[config.mk]
export PLATFORM = sky130hd
export DESIGN_NAME = bcd_display_scan_flat
export DESIGN_NICKNAME = d
export VERILOG_FILES = /design/src/rtl/bcd_display_scan_if.sv /design/src/rtl/bcd_display_scan.sv /design/src/flat_wrapper.sv
export SDC_FILE = /design/constraint.sdc
export NUM_CORES = 1
export LEC_CHECK = 0
export CORE_MARGIN = 2
export CORE_UTILIZATION = 45
export CTS_CLUSTER_DIAMETER = 30
export DETAILED_ROUTE_END_ITERATION = 8
export GPL_TIMING_DRIVEN = 0
export PLACE_DENSITY = 0.68
export SLEW_MARGIN = 5
export SYNTH_ARGS = -nofsm -noshare
export SYNTH_HDL_FRONTEND = slang
export SYNTH_SLANG_ARGS = --single-unit
[constraint.sdc]
create_clock -name i_clk -period 2.2 [get_ports i_clk]
set_input_delay 0.66 -clock i_clk [delete_from_list [all_inputs] [get_ports i_clk]]
set_output_delay 0.66 -clock i_clk [all_outputs]
set_load 0.05 [all_outputs]
[src/rtl/bcd_display_scan_if.sv]
// Handshake and display bundle between the BCD converter, the scan driver and the panel.
interface bcd_display_scan_if;
  logic [15:0] bcd_code;
  logic        bcd_ready;
  logic [3:0]  an;
  logic [6:0]  seg;
  logic        dp;
  logic        display_valid;

  modport master (
    output bcd_code,
    output bcd_ready,
    input  an,
    input  seg,
    input  dp,
    input  display_valid
  );

  modport slave (
    input  bcd_code,
    input  bcd_ready,
    output an,
    output seg,
    output dp,
    output display_valid
  );
endinterface

[src/rtl/bcd_display_scan.sv]
// Captures a packed 4-digit BCD result on a synchronised ready rise and scans it onto a
// common-anode seven-segment display with leading-zero blanking and a dash for bad nibbles.
module bcd_display_scan #(
  parameter int unsigned REFRESH_DIV   = 50000,
  parameter bit          BLANK_LEADING = 1'b1
) (
  input logic               i_clk,
  input logic               i_reset,
  bcd_display_scan_if.slave disp_if
);

  localparam int unsigned PcntW = (REFRESH_DIV > 1) ? $clog2(REFRESH_DIV) : 1;
  localparam logic [PcntW-1:0] PcntMax = PcntW'(REFRESH_DIV - 1);

  logic             r_rdy_s1, r_rdy_s2, r_rdy_d;
  logic             w_capture;
  logic [15:0]      r_hold;
  logic             r_valid;
  logic [PcntW-1:0] r_pcnt;
  logic [1:0]       r_idx;
  logic             w_tc;
  logic [3:0]       w_nib;
  logic [3:0]       w_zero;
  logic [3:0]       w_blank;
  logic [3:0]       w_an, r_an;
  logic [6:0]       w_seg, r_seg;

  function automatic logic [6:0] seg_decode(input logic [3:0] nib);
    logic [6:0] s;
    unique case (nib)
      4'd0:    s = 7'h40;
      4'd1:    s = 7'h79;
      4'd2:    s = 7'h24;
      4'd3:    s = 7'h30;
      4'd4:    s = 7'h19;
      4'd5:    s = 7'h12;
      4'd6:    s = 7'h02;
      4'd7:    s = 7'h78;
      4'd8:    s = 7'h00;
      4'd9:    s = 7'h10;
      default: s = 7'h3F;
    endcase
    return s;
  endfunction

  // bcd_ready is asynchronous; only the synchronised rise triggers a capture.
  always_ff @(posedge i_clk or posedge i_reset) begin
    if (i_reset) begin
      r_rdy_s1 <= 1'b0;
      r_rdy_s2 <= 1'b0;
      r_rdy_d  <= 1'b0;
    end else begin
      r_rdy_s1 <= disp_if.bcd_ready;
      r_rdy_s2 <= r_rdy_s1;
      r_rdy_d  <= r_rdy_s2;
    end
  end

  assign w_capture = r_rdy_s2 & ~r_rdy_d;

  always_ff @(posedge i_clk or posedge i_reset) begin
    if (i_reset) begin
      r_hold  <= 16'h0000;
      r_valid <= 1'b0;
    end else if (w_capture) begin
      r_hold  <= disp_if.bcd_code;
      r_valid <= 1'b1;
    end
  end

  assign w_tc = (r_pcnt == PcntMax);

  always_ff @(posedge i_clk or posedge i_reset) begin
    if (i_reset) begin
      r_pcnt <= '0;
      r_idx  <= 2'd0;
    end else begin
      r_pcnt <= w_tc ? '0 : r_pcnt + 1'b1;
      if (w_tc) begin
        r_idx <= r_idx + 2'd1;
      end
    end
  end

  assign w_zero[0] = (r_hold[3:0]   == 4'h0);
  assign w_zero[1] = (r_hold[7:4]   == 4'h0);
  assign w_zero[2] = (r_hold[11:8]  == 4'h0);
  assign w_zero[3] = (r_hold[15:12] == 4'h0);

  // A digit is blank only if it and every more-significant nibble are zero.
  assign w_blank[0] = 1'b0;
  assign w_blank[1] = BLANK_LEADING & w_zero[3] & w_zero[2] & w_zero[1];
  assign w_blank[2] = BLANK_LEADING & w_zero[3] & w_zero[2];
  assign w_blank[3] = BLANK_LEADING & w_zero[3];

  always_comb begin
    w_nib = 4'h0;
    unique case (r_idx)
      2'd0: w_nib = r_hold[3:0];
      2'd1: w_nib = r_hold[7:4];
      2'd2: w_nib = r_hold[11:8];
      2'd3: w_nib = r_hold[15:12];
      default: w_nib = 4'h0;
    endcase
  end

  always_comb begin
    w_an  = 4'b1111;
    w_seg = 7'h7F;
    if (r_valid && !w_blank[r_idx]) begin
      w_an  = ~(4'b0001 << r_idx);
      w_seg = seg_decode(w_nib);
    end
  end

  always_ff @(posedge i_clk or posedge i_reset) begin
    if (i_reset) begin
      r_an  <= 4'b1111;
      r_seg <= 7'h7F;
    end else begin
      r_an  <= w_an;
      r_seg <= w_seg;
    end
  end

  assign disp_if.an            = r_an;
  assign disp_if.seg           = r_seg;
  assign disp_if.dp            = 1'b1;
  assign disp_if.display_valid = r_valid;

endmodule

[src/flat_wrapper.sv]
// flat-port wrapper written by rule: the top's interface ports become plain ports
module bcd_display_scan_flat 
#(
  parameter int unsigned REFRESH_DIV   = 50000,
  parameter bit          BLANK_LEADING = 1'b1
)
  (i_clk, i_reset, disp_if_bcd_code, disp_if_bcd_ready, disp_if_an, disp_if_seg, disp_if_dp, disp_if_display_valid);
  bcd_display_scan_if disp_if_i ();
  input logic i_clk;
  input logic i_reset;
  input wire logic [$bits(disp_if_i.bcd_code)-1:0] disp_if_bcd_code;
  input wire logic [$bits(disp_if_i.bcd_ready)-1:0] disp_if_bcd_ready;
  output wire logic [$bits(disp_if_i.an)-1:0] disp_if_an;
  output wire logic [$bits(disp_if_i.seg)-1:0] disp_if_seg;
  output wire logic [$bits(disp_if_i.dp)-1:0] disp_if_dp;
  output wire logic [$bits(disp_if_i.display_valid)-1:0] disp_if_display_valid;
  assign disp_if_i.bcd_code = disp_if_bcd_code;
  assign disp_if_i.bcd_ready = disp_if_bcd_ready;
  assign disp_if_an = disp_if_i.an;
  assign disp_if_seg = disp_if_i.seg;
  assign disp_if_dp = disp_if_i.dp;
  assign disp_if_display_valid = disp_if_i.display_valid;
  bcd_display_scan #(.REFRESH_DIV(REFRESH_DIV), .BLANK_LEADING(BLANK_LEADING)) u_core (.i_clk(i_clk), .i_reset(i_reset), .disp_if(disp_if_i));
endmodule
==> metrics.yaml <==
status: "completed"
dieArea_sq_um: 5416
wl_mm: 3.785
cts.path.max_buffers: 2
synth_cells: 190
dr.pass1.iters: 4
avgSynthCellArea_sq_um: 11.47
synth_cell_type_count: 36
clkTransAtPathRegs_ps: 90
synth_common_cells: "dfrtp_1, nand2_1, nor2_1"
dp.cells: 275
htreeDepth: 2
rsz0062_at_grt: "no"
cts.sinks: 49
synth_area_leaders: "dfrtp_1, dfstp_2, mux2_2"
cp_slowest_stage_delay_ps: 810
reg2reg_from: "u_core.r_idx[0]"
stdcell_area_sq_um: 2765
cp_max_fo: 3
clock.fmax_ghz: 0.4672
slowest_stage: "clkdlybuf4s50_1"
drive_gt1_share_pct: 21.70
slew_headroom_pct: 60.75
track_usage_pct: 15.49
diodes: 0
avgRoutedWirePerCell_um: 13.10
fin_crit_ps: 2140
seq_area_frac_synth_pct: 56.89
irDropWorstVdd_v: 0.0003973
powerDensity_nw_per_um2: 733.4
layout.nets: 262
io-pin-count: 32
slew_viol_final: 0
setup_viol: 0
place_area_sq_um: 2567
cp-startpoint: "u_core.disp_if.display_valid"
synth_edf_count: 0
critPathRequiredTime_ps: 1540
synth.ff_latch_count: 49
crit_type: "reg2out"
place.gp.congestion: 0.8287
cts_tree: "built"
via_per_inst: 5.190
yosys.area.top_type: "dfrtp_1"
setup_slack_ps: 59.67
drc_errors: 0
first_global_vias: 1404
cp_top_family: "buffers and inverters"
worstPathCellList: "clkdlybuf4s50_1"
ys_warn_count: 0
yosysTopAreaCellShare_pct: 43.63
final-hold-violation-count: 0
leakagePower_uw: 0.001205
layout.cells.non_filler: 289
post-route-util_pct: 58.93
ys.flop_type: "dfrtp_1"
maxCapViolations: 0
crit_arrival_ps: 1480
areaGrowthSynthToFinish_pct: 26.87
start_kind: "flop"
pre_cts_ws_ps: -38.40
fp.dieW_um: 73.60
min_path_type: "reg2reg"
cts_buffers: 5
start_util_pct: 46.45
vias: 1500
die_h_um: 73.60
grt_max_degree: 37
core-area_sq_um: 4692
root_buffer: "clkbuf_8"
grt_pass1_wl_mm: 6.410
drt_iter0_markers: 102
dp_hpwl_mm: 2.663
syn_nets: 218
ant_nets: 0
overflow: 0
endpoint_kind: "output port"
synth_area_sq_um: 2180
placementRows: 25
async_reset_ff_share_pct: 100.0
insertion_delay_ps: 300
period_share_pct: 97.29
synthMostInstantiatedCell: "dfrtp_1"
port_buffers: 30
worst-path-buf-inv: 1
tightest_slew_ps: 588.8
grt_antenna_before_repair: 0
hold_start: "u_core.r_rdy_s1"
hold_buffers: 0
fin_skew_ps: 11.08
final timing paths:
path                                         end  slack, ps  depth (start not counted)
setup / recovery           disp_if_display_valid         60                          1
min in group asynchronous       u_core.r_hold[3]        630                          2
max in group asynchronous   u_core.disp_if.an[0]       1020                          3
hold reg to reg                  u_core.r_rdy_s2        360                          0
setup reg to reg           u_core.disp_if.seg[0]         80                          7
hold / removal                   u_core.r_rdy_s2        360                          0
report_power, final:
part           leakage (uW)  total [uW]  switching [uW]  internal (uW)
registers          0.000583        1030            37.3            992
clock network     0.0000585         649             279            371
logic              0.000564         350             212            137
total               0.00120        2030             528           1500
stage by stage:
step,total power [uW],hold WS [ps],TNS (ps)
global placement,1396,337.3,-21780
CTS,2045,364.3,0
detailed placement,1406,344.2,-74.16
finish,2028,361.2,0
global route,2127,368.0,0
floorplan,1282,331.2,0
metal layers:
metal	GRT usage, %	vias to the layer above	wire length [um]
met5	0	-	0
met4	6.263	0	61
met3	3.841	7	185
met2	23.12	45	1719
met1	21.67	708	1819
li1	-	740	-
state kept, by name, indices dropped and copies added, names as in the netlist:
register / flops
u_core.r_hold: 16
u_core.r_pcnt: 16
u_core.disp_if.seg: 7
u_core.disp_if.an: 4
u_core.r_idx: 2
u_core.disp_if.display_valid: 1
u_core.r_rdy_d: 1
u_core.r_rdy_s1: 1
u_core.r_rdy_s2: 1
cell type report:
type	instances	area, sq um
fill	406	1927
sequential	49	1242
multi-input combinational	125	919.6
timing repair buffer	37	351.6
clock buffer	7	86.33
tap	54	67.56
inverter	10	40.04
clock inverter	1	30.03
buffer	6	27.53
cell families after synthesis:
logic type,share of synthesized area (%)
AOI/OAI and AO/OA,6.315
adders and majority gates,5.167
xor gates and xnor gates,6.028
and+or+nand+nor,14.35
DFF,56.89
muxes,8.094
other,0.1721
buffers and inverters,2.985
what timing repair did:
action                                  4_1_cts  5_1_grt
endpoints found under the setup margin       13        6
buffers inserted                              1        5
gates resized for setup                      12       12
pin swaps                                     1        2
placed cells by master, fill, tap and decap left out, drive strengths merged, types with 4 or more instances in the layout:
cell	Yosys	routed
nand3	6	6
clkbuf	4	11
dfstp	11	11
xor2	8	8
nand2	21	21
ha	9	9
buf	2	9
mux2	13	13
nor2	14	14
nor4	4	4
xnor2	7	7
inv	10	10
dfrtp	38	38
nand4	5	5
dlygate4sd2	0	11
o21ai	7	7
clkdlybuf4s50	0	19
Power figures use the tool's default switching activity.
